[src/rtl/itlb_pkg.sv]
// Shared types for the ITLB miss path: miss-handler states, queued miss keys and ITLB fill records.
package itlb_pkg;
  localparam int NPHYS  = 44;
  localparam int VA_SZ  = 48;
  localparam int MISSQ  = 2;
  localparam int VPN_W  = VA_SZ - 12;
  localparam int PPN_W  = NPHYS - 12;
  localparam int ASID_W = 16;
  localparam int QCNT_W = $clog2(MISSQ) + 1;

  typedef enum logic [1:0] {IDLE, REQ, WAIT, FILL} miss_state_t;

  typedef struct packed {
    logic [VPN_W-1:0]  vaddr;
    logic [ASID_W-1:0] asid;
  } itlb_miss_t;

  typedef struct packed {
    logic [VPN_W-1:0]  vaddr;
    logic [ASID_W-1:0] asid;
    logic [PPN_W-1:0]  paddr;
    logic [3:0]        gaux;
    logic              sz_2mb;
    logic              sz_4mb;
    logic              sz_1gb;
    logic              sz_512gb;
  } itlb_fill_t;
endpackage

[src/rtl/itlb_missq.sv]
// Circular FIFO of pending ITLB misses with two parallel probe comparators and a single-cycle flush.
module itlb_missq
  import itlb_pkg::*;
#(
  parameter int DEPTH = MISSQ
) (
  input  logic                     clk,
  input  logic                     reset,
  input  logic                     flush,
  input  logic                     push0,
  input  itlb_miss_t               push0_data,
  input  logic                     push1,
  input  itlb_miss_t               push1_data,
  input  logic                     pop,
  output itlb_miss_t               head,
  input  itlb_miss_t               probe_a,
  input  itlb_miss_t               probe_b,
  output logic                     hit_a,
  output logic                     hit_b,
  output logic [$clog2(DEPTH):0]   count,
  output logic                     full,
  output logic                     empty
);
  localparam int PW = $clog2(DEPTH);
  localparam int CW = PW + 1;

  itlb_miss_t     mem_q [DEPTH];
  itlb_miss_t     mem_d [DEPTH];
  logic [DEPTH-1:0] valid_q, valid_d;
  logic [PW-1:0]  rd_ptr_q, rd_ptr_d, wr_ptr_q, wr_ptr_d, wr_nxt;
  logic [CW-1:0]  cnt_q, cnt_d;
  logic           do_pop;

  assign wr_nxt = wr_ptr_q + PW'(1);
  assign do_pop = pop && !empty;

  // With only port 1 pushing, it takes the first free slot.
  always_comb begin
    mem_d    = mem_q;
    valid_d  = valid_q;
    rd_ptr_d = rd_ptr_q;
    wr_ptr_d = wr_ptr_q;
    cnt_d    = cnt_q;
    if (flush) begin
      valid_d  = '0;
      rd_ptr_d = '0;
      wr_ptr_d = '0;
      cnt_d    = '0;
    end else begin
      if (do_pop) begin
        valid_d[rd_ptr_q] = 1'b0;
        rd_ptr_d          = rd_ptr_q + PW'(1);
      end
      if (push0 || push1) begin
        mem_d[wr_ptr_q]   = push0 ? push0_data : push1_data;
        valid_d[wr_ptr_q] = 1'b1;
        wr_ptr_d          = wr_nxt;
      end
      if (push0 && push1) begin
        mem_d[wr_nxt]   = push1_data;
        valid_d[wr_nxt] = 1'b1;
        wr_ptr_d        = wr_nxt + PW'(1);
      end
      cnt_d = cnt_q + CW'(push0) + CW'(push1) - CW'(do_pop);
    end
  end

  always_ff @(posedge clk or posedge reset) begin
    if (reset) begin
      for (int i = 0; i < DEPTH; i++) mem_q[i] <= '0;
      valid_q  <= '0;
      rd_ptr_q <= '0;
      wr_ptr_q <= '0;
      cnt_q    <= '0;
    end else begin
      mem_q    <= mem_d;
      valid_q  <= valid_d;
      rd_ptr_q <= rd_ptr_d;
      wr_ptr_q <= wr_ptr_d;
      cnt_q    <= cnt_d;
    end
  end

  always_comb begin
    hit_a = 1'b0;
    hit_b = 1'b0;
    for (int i = 0; i < DEPTH; i++) begin
      if (valid_q[i] && mem_q[i] == probe_a) hit_a = 1'b1;
      if (valid_q[i] && mem_q[i] == probe_b) hit_b = 1'b1;
    end
  end

  assign head  = mem_q[rd_ptr_q];
  assign count = cnt_q;
  assign full  = (cnt_q == CW'(DEPTH));
  assign empty = (cnt_q == '0);
endmodule

[src/rtl/itlb_miss_ctrl.sv]
// ITLB miss controller: dedups fetch misses, queues them, runs one page walk at a time and fills the ITLB.
module itlb_miss_ctrl
  import itlb_pkg::*;
(
  input  logic              clk,
  input  logic              reset,
  input  logic              miss_0,
  input  logic [VPN_W-1:0]  miss_vaddr_0,
  input  logic [ASID_W-1:0] miss_asid_0,
  input  logic              miss_1,
  input  logic [VPN_W-1:0]  miss_vaddr_1,
  input  logic [ASID_W-1:0] miss_asid_1,
  input  logic              inval,
  output logic              ptw_req,
  output logic [VPN_W-1:0]  ptw_req_vaddr,
  output logic [ASID_W-1:0] ptw_req_asid,
  input  logic              ptw_ack,
  input  logic              ptw_done,
  input  logic              ptw_fault,
  input  logic [PPN_W-1:0]  ptw_paddr,
  input  logic [3:0]        ptw_gaux,
  input  logic              ptw_2mB,
  input  logic              ptw_4mB,
  input  logic              ptw_1gB,
  input  logic              ptw_512gB,
  output logic              wr_entry,
  output logic [VPN_W-1:0]  wr_vaddr,
  output logic [ASID_W-1:0] wr_asid,
  output logic [PPN_W-1:0]  wr_paddr,
  output logic [3:0]        wr_gaux,
  output logic              wr_2mB,
  output logic              wr_4mB,
  output logic              wr_1gB,
  output logic              wr_512gB,
  output logic              fault_valid,
  output logic [VPN_W-1:0]  fault_vaddr,
  output logic              miss_busy,
  output logic              miss_full,
  output miss_state_t       dbg_state
);
  miss_state_t       state_q, state_d;
  itlb_miss_t        act_q, act_d, key0, key1, q_head;
  itlb_fill_t        fill_q, fill_d;
  logic              fault_q, fault_d, discard_q, discard_d;
  logic              hit0, hit1, q_full, q_empty, pop, push0, push1;
  logic              act_valid, dup0, dup1, room1;
  logic [QCNT_W-1:0] q_cnt;

  assign key0      = {miss_vaddr_0, miss_asid_0};
  assign key1      = {miss_vaddr_1, miss_asid_1};
  assign act_valid = (state_q != IDLE);
  assign dup0      = hit0 || (act_valid && key0 == act_q);
  assign dup1      = hit1 || (act_valid && key1 == act_q) || (miss_0 && key1 == key0);
  assign room1     = push0 ? (q_cnt < QCNT_W'(MISSQ - 1)) : !q_full;
  assign push0     = miss_0 && !dup0 && !q_full && !inval;
  assign push1     = miss_1 && !dup1 && room1 && !inval;

  itlb_missq #(.DEPTH(MISSQ)) u_missq (
    .clk        (clk),
    .reset      (reset),
    .flush      (inval),
    .push0      (push0),
    .push0_data (key0),
    .push1      (push1),
    .push1_data (key1),
    .pop        (pop),
    .head       (q_head),
    .probe_a    (key0),
    .probe_b    (key1),
    .hit_a      (hit0),
    .hit_b      (hit1),
    .count      (q_cnt),
    .full       (q_full),
    .empty      (q_empty)
  );

  // ptw_req/ptw_ack: ptw_req is held with stable vaddr/asid until the cycle ptw_ack is seen high;
  // the walk is accepted in that cycle. ptw_req is never retracted, even after an invalidate.
  always_comb begin
    state_d     = state_q;
    act_d       = act_q;
    fill_d      = fill_q;
    fault_d     = fault_q;
    discard_d   = discard_q;
    pop         = 1'b0;
    ptw_req     = 1'b0;
    wr_entry    = 1'b0;
    fault_valid = 1'b0;
    case (state_q)
      IDLE: begin
        if (!q_empty && !inval) begin
          pop     = 1'b1;
          act_d   = q_head;
          state_d = REQ;
        end
      end
      REQ: begin
        ptw_req = 1'b1;
        if (inval) discard_d = 1'b1;
        if (ptw_ack) state_d = WAIT;
      end
      WAIT: begin
        if (inval) discard_d = 1'b1;
        if (ptw_done) begin
          state_d         = FILL;
          fault_d         = ptw_fault;
          fill_d.vaddr    = act_q.vaddr;
          fill_d.asid     = act_q.asid;
          fill_d.paddr    = ptw_paddr;
          fill_d.gaux     = ptw_gaux;
          fill_d.sz_2mb   = ptw_2mB;
          fill_d.sz_4mb   = ptw_4mB;
          fill_d.sz_1gb   = ptw_1gB;
          fill_d.sz_512gb = ptw_512gB;
        end
      end
      FILL: begin
        // An invalidate landing on the fill cycle itself also kills the write.
        if (!(discard_q || inval)) begin
          wr_entry    = !fault_q;
          fault_valid = fault_q;
        end
        discard_d = 1'b0;
        state_d   = IDLE;
      end
      default: state_d = IDLE;
    endcase
  end

  always_ff @(posedge clk or posedge reset) begin
    if (reset) begin
      state_q   <= IDLE;
      act_q     <= '0;
      fill_q    <= '0;
      fault_q   <= 1'b0;
      discard_q <= 1'b0;
    end else begin
      state_q   <= state_d;
      act_q     <= act_d;
      fill_q    <= fill_d;
      fault_q   <= fault_d;
      discard_q <= discard_d;
    end
  end

  assign ptw_req_vaddr = act_q.vaddr;
  assign ptw_req_asid  = act_q.asid;
  assign fault_vaddr   = act_q.vaddr;
  assign wr_vaddr      = fill_q.vaddr;
  assign wr_asid       = fill_q.asid;
  assign wr_paddr      = fill_q.paddr;
  assign wr_gaux       = fill_q.gaux;
  assign wr_2mB        = fill_q.sz_2mb;
  assign wr_4mB        = fill_q.sz_4mb;
  assign wr_1gB        = fill_q.sz_1gb;
  assign wr_512gB      = fill_q.sz_512gb;
  assign miss_busy     = !q_empty || act_valid;
  assign miss_full     = q_full;
  assign dbg_state     = state_q;
endmodule

[config.mk]
export PLATFORM = sky130hd
export DESIGN_NAME = itlb_miss_ctrl
export DESIGN_NICKNAME = d
export VERILOG_FILES = /design/src/rtl/itlb_pkg.sv /design/src/rtl/itlb_missq.sv /design/src/rtl/itlb_miss_ctrl.sv
export SDC_FILE = /design/constraint.sdc
export NUM_CORES = 1
export LEC_CHECK = 0
export BUFFER_PORTS_ARGS = -buffer_cell sky130_fd_sc_hd__clkbuf_2
export CORE_MARGIN = 2
export CORE_UTILIZATION = 60
export CTS_BUF_LIST = sky130_fd_sc_hd__clkbuf_8
export CTS_CLUSTER_DIAMETER = 150
export DETAILED_ROUTE_END_ITERATION = 7
export PLACE_DENSITY = 0.95
export SLEW_MARGIN = 30
export SYNTH_ARGS = -nofsm -noshare
export SYNTH_HDL_FRONTEND = slang
export SYNTH_SLANG_ARGS = --single-unit
[constraint.sdc]
create_clock -name clk -period 16.45 [get_ports clk]
set_input_delay 0.8225 -clock clk [delete_from_list [all_inputs] [get_ports clk]]
set_output_delay 0.8225 -clock clk [all_outputs]
set_load 0.05 [all_outputs]
==> flow_summary.toml <==
[setup_path]
path_cells = "clkbuf_2, xor2_1, nor4_1, nand4_1, nor4_1, a32oi_1, nand4_1, buf_4, a21boi_4, buf_4, or3_1, o221a_1"
crit_family = "simple AND/OR/NAND/NOR gates"
path_buf_inv = 3
slowest_stage = "buf_4"
worstPathMaxFanout = 100
endpoint_kind = "flop"
arrival_ns = 5.64
start_kind = "primary input"
critPathKind = "primary input to flop"
crit_required_ns = 16.95
cpPeakStageDelay_ns = 0.78

[cells_and_area]
nNetsFinal = 1967
multi_input_area_sq_um = 8710
final_common_cell = "clkbuf_2"
register_area_sq_um = 6460
drive_gt1_share_pct = 29.9
layout_common_cells = "clkbuf_2, dfrtp_1, xnor2_1"
fin_util_pct = 69.3
n_fill_cell = 1947
area_growth_syn_to_layout_pct = 13.4
finalNonFillerCells = 2184

[floorplanning]
die_w_microns = 170
core_sq_um = 27000
die_y_microns = 170
rows = 60
ios = 339
start_util_pct = 61.1
design.die.area_sq_um = 28800

[logic_synthesis]
synth_area_sq_um = 16500
synth_top_family_by_area = "XOR/XNOR gates"
synth_top_area_share_pct = 39.2
synthTopCellsByArea = "dfrtp_1, xnor2_1, mux2_2"
synth_simple_gate_area_share_pct = 11.3
yosys_warnings = 0
synth_seq_cells = 258
yosysTopAreaCell = "dfrtp_1"
synth.distinct_cells = 56
async_reset_ff_share_pct = 100
synth_mux_area_share_pct = 12.1
ys_seq_area_share_pct = 39.2
yosys.area_share.adder_pct = 0.578
postSynthCellCount = 1605
syn_avg_cell_area_sq_um = 10.3
synth-compound-area-share_pct = 14.0
synth-edff-count = 0
synth_ff_type = "dfrtp_1"
syn-num-nets = 1764
synth_xor_area_share_pct = 14.9

[clocking]
hold_buffers = 0
cts_resized = 0
clkLatencyLatePin_ns = 0.57
numCtsBuffers = 43
cts_max_level = 2
clk_pin_slew_ns = 0.06
cts_buffer_depth = 3
root_buffer = "clkbuf_8"
cts_setup_buffers = 0
clock-sinks = 258
cts_tree = "built"

[grt]
grt_pass1_wl_microns = 103000
grt_max_degree = 121
grt_util_all_layers_pct = 50.1
antenna_found_initial = 8
grt_overflow = 0
grt_pass1_vias = 14956

[sta]
rsz0062_at_grt = "false"
clock.fmax_mhz = 194
finalClockSkew_ns = 0.0230
layout_min_cycle_time_ns = 5.15
maxSlewViolCount = 0
setup_viol = 0
tightest_slew_ns = 1.04
min_period_over_period_pct = 31.3
setup_tns_ns = 0
max-slew-margin-rel_pct = 30.8
finalHoldViolCount = 0

[power]
p_per_area_nw_per_um2 = 241
total_power_uw = 4500
ir_drop_uv = 197
p_leak_uw = 0.00795

[worst_hold_path]
hold_path_class = "primary input to async pin"

[route]
wl_per_cell_microns = 33.5
wl_met1_microns = 26400
met2_length_microns = 32500
via_per_inst = 7.09
drt_iter0_markers = 2250
drt_pass1_iterations = 6
num_vias = 15482
route.met3.wl_microns = 8860
top_layer_used = "met5"
wl_microns = 73200
drc = 0
ant_nets = 0

[outcome]
status = "complete, no violations"

[flow_run]
drv_cap = 0

[place]
dpl.hpwl_microns = 53900
routabilityCongestion = 1.14
io_buffers = 338
dp.cells = 2103
-- power by group --
group / leakage (uW) / internal (uW) / switching, uW
registers: 0.00289 / 942 / 525
clock network: 0.000506 / 338 / 268
logic: 0.00455 / 738 / 1690
total: 0.00795 / 2020 / 2480
-- registers in the layout, summed over array words and instances, names as in the netlist, 2 cells and up --
register         cells
wr_asid             16
wr_gaux              4
u_missq.count        2
u_missq.mem_q      104
ptw_req_asid        16
dbg_state            2
fault_vaddr         36
wr_vaddr            36
wr_paddr            32
u_missq.valid_q      2
-- metrics by stage --
step | instance area [sq um] | hold WS (ns) | setup WS (ns)
3_5_place_dp | 17700 | 0.479 | 11.16
3_3_place_gp | 17700 | 0.464 | 11.13
5_1_grt | 18700 | 0.497 | 11.40
6_report | 18700 | 0.390 | 11.30
4_1_cts | 18600 | 0.459 | 11.70
2_1_floorplan | 16500 | 0.495 | 8.53
-- routing by layer --
layer,track usage (%),up-vias
met5,0,-
met4,28.7,6
met3,12.4,355
met2,78.3,1387
met1,63.8,7587
li1,-,6147
-- final cells by class --
cell class                      count  area share [%]
Multi-Input combinational cell   1069            46.7
Timing Repair Buffer              354            9.90
Antenna cell                        7          0.0938
Sequential cell                   258            34.6
Tap cell                          341            2.29
Clock inverter                     23            1.07
Inverter                           82            1.69
Clock buffer                       50            3.69
-- cell families after synthesis --
kind of cell / Yosys count
AOI/OAI and AO/OA: 270
adders and majority gates: 7
and+or+nand+nor: 328
DFF: 258
buffers and inverters: 278
xor gates and xnor gates: 280
muxes: 184
-- cells in the mapped netlist (3+ instances only) --
library cell  count
a21oi_1          57
a221oi_1          6
a222oi_1          4
a22o_1           10
buf_1            16
buf_2            24
buf_4            40
buf_6            11
clkbuf_1        104
dfrtp_1         258
ha_1              6
inv_1            81
mux2_2          117
mux2i_1          67
nand2_1          27
nand2b_1         21
nand3_1           4
nand4_1          45
nor2_1           61
nor2b_1           3
nor4_1           49
o2111ai_1         8
o21ai_0          20
o221a_1          98
o221a_2           6
o221ai_1          5
o22ai_1          30
o2bb2ai_1         8
or3_1           105
xnor2_1         152
xor2_1          128
-- path summary, 6_finish.rpt --
| kind | cells after the start | to | from | slack, ns |
|---|---|---|---|---|
| setup / recovery | 12 | u_missq.mem_q[96] | miss_vaddr_0[28] | 11.30 |
| hold / removal | 2 | wr_paddr[6] | reset | 0.39 |
| setup reg to reg | 11 | u_missq.mem_q[96] | u_missq.mem_q[17] | 11.34 |
| hold reg to reg | 2 | wr_vaddr[6] | wr_vaddr[6] | 0.50 |
| max in group asynchronous | 5 | wr_asid[5] | reset | 14.22 |
| min in group clk | 2 | wr_paddr[17] | ptw_paddr[17] | 0.49 |
(Power assumes the default switching activity.)
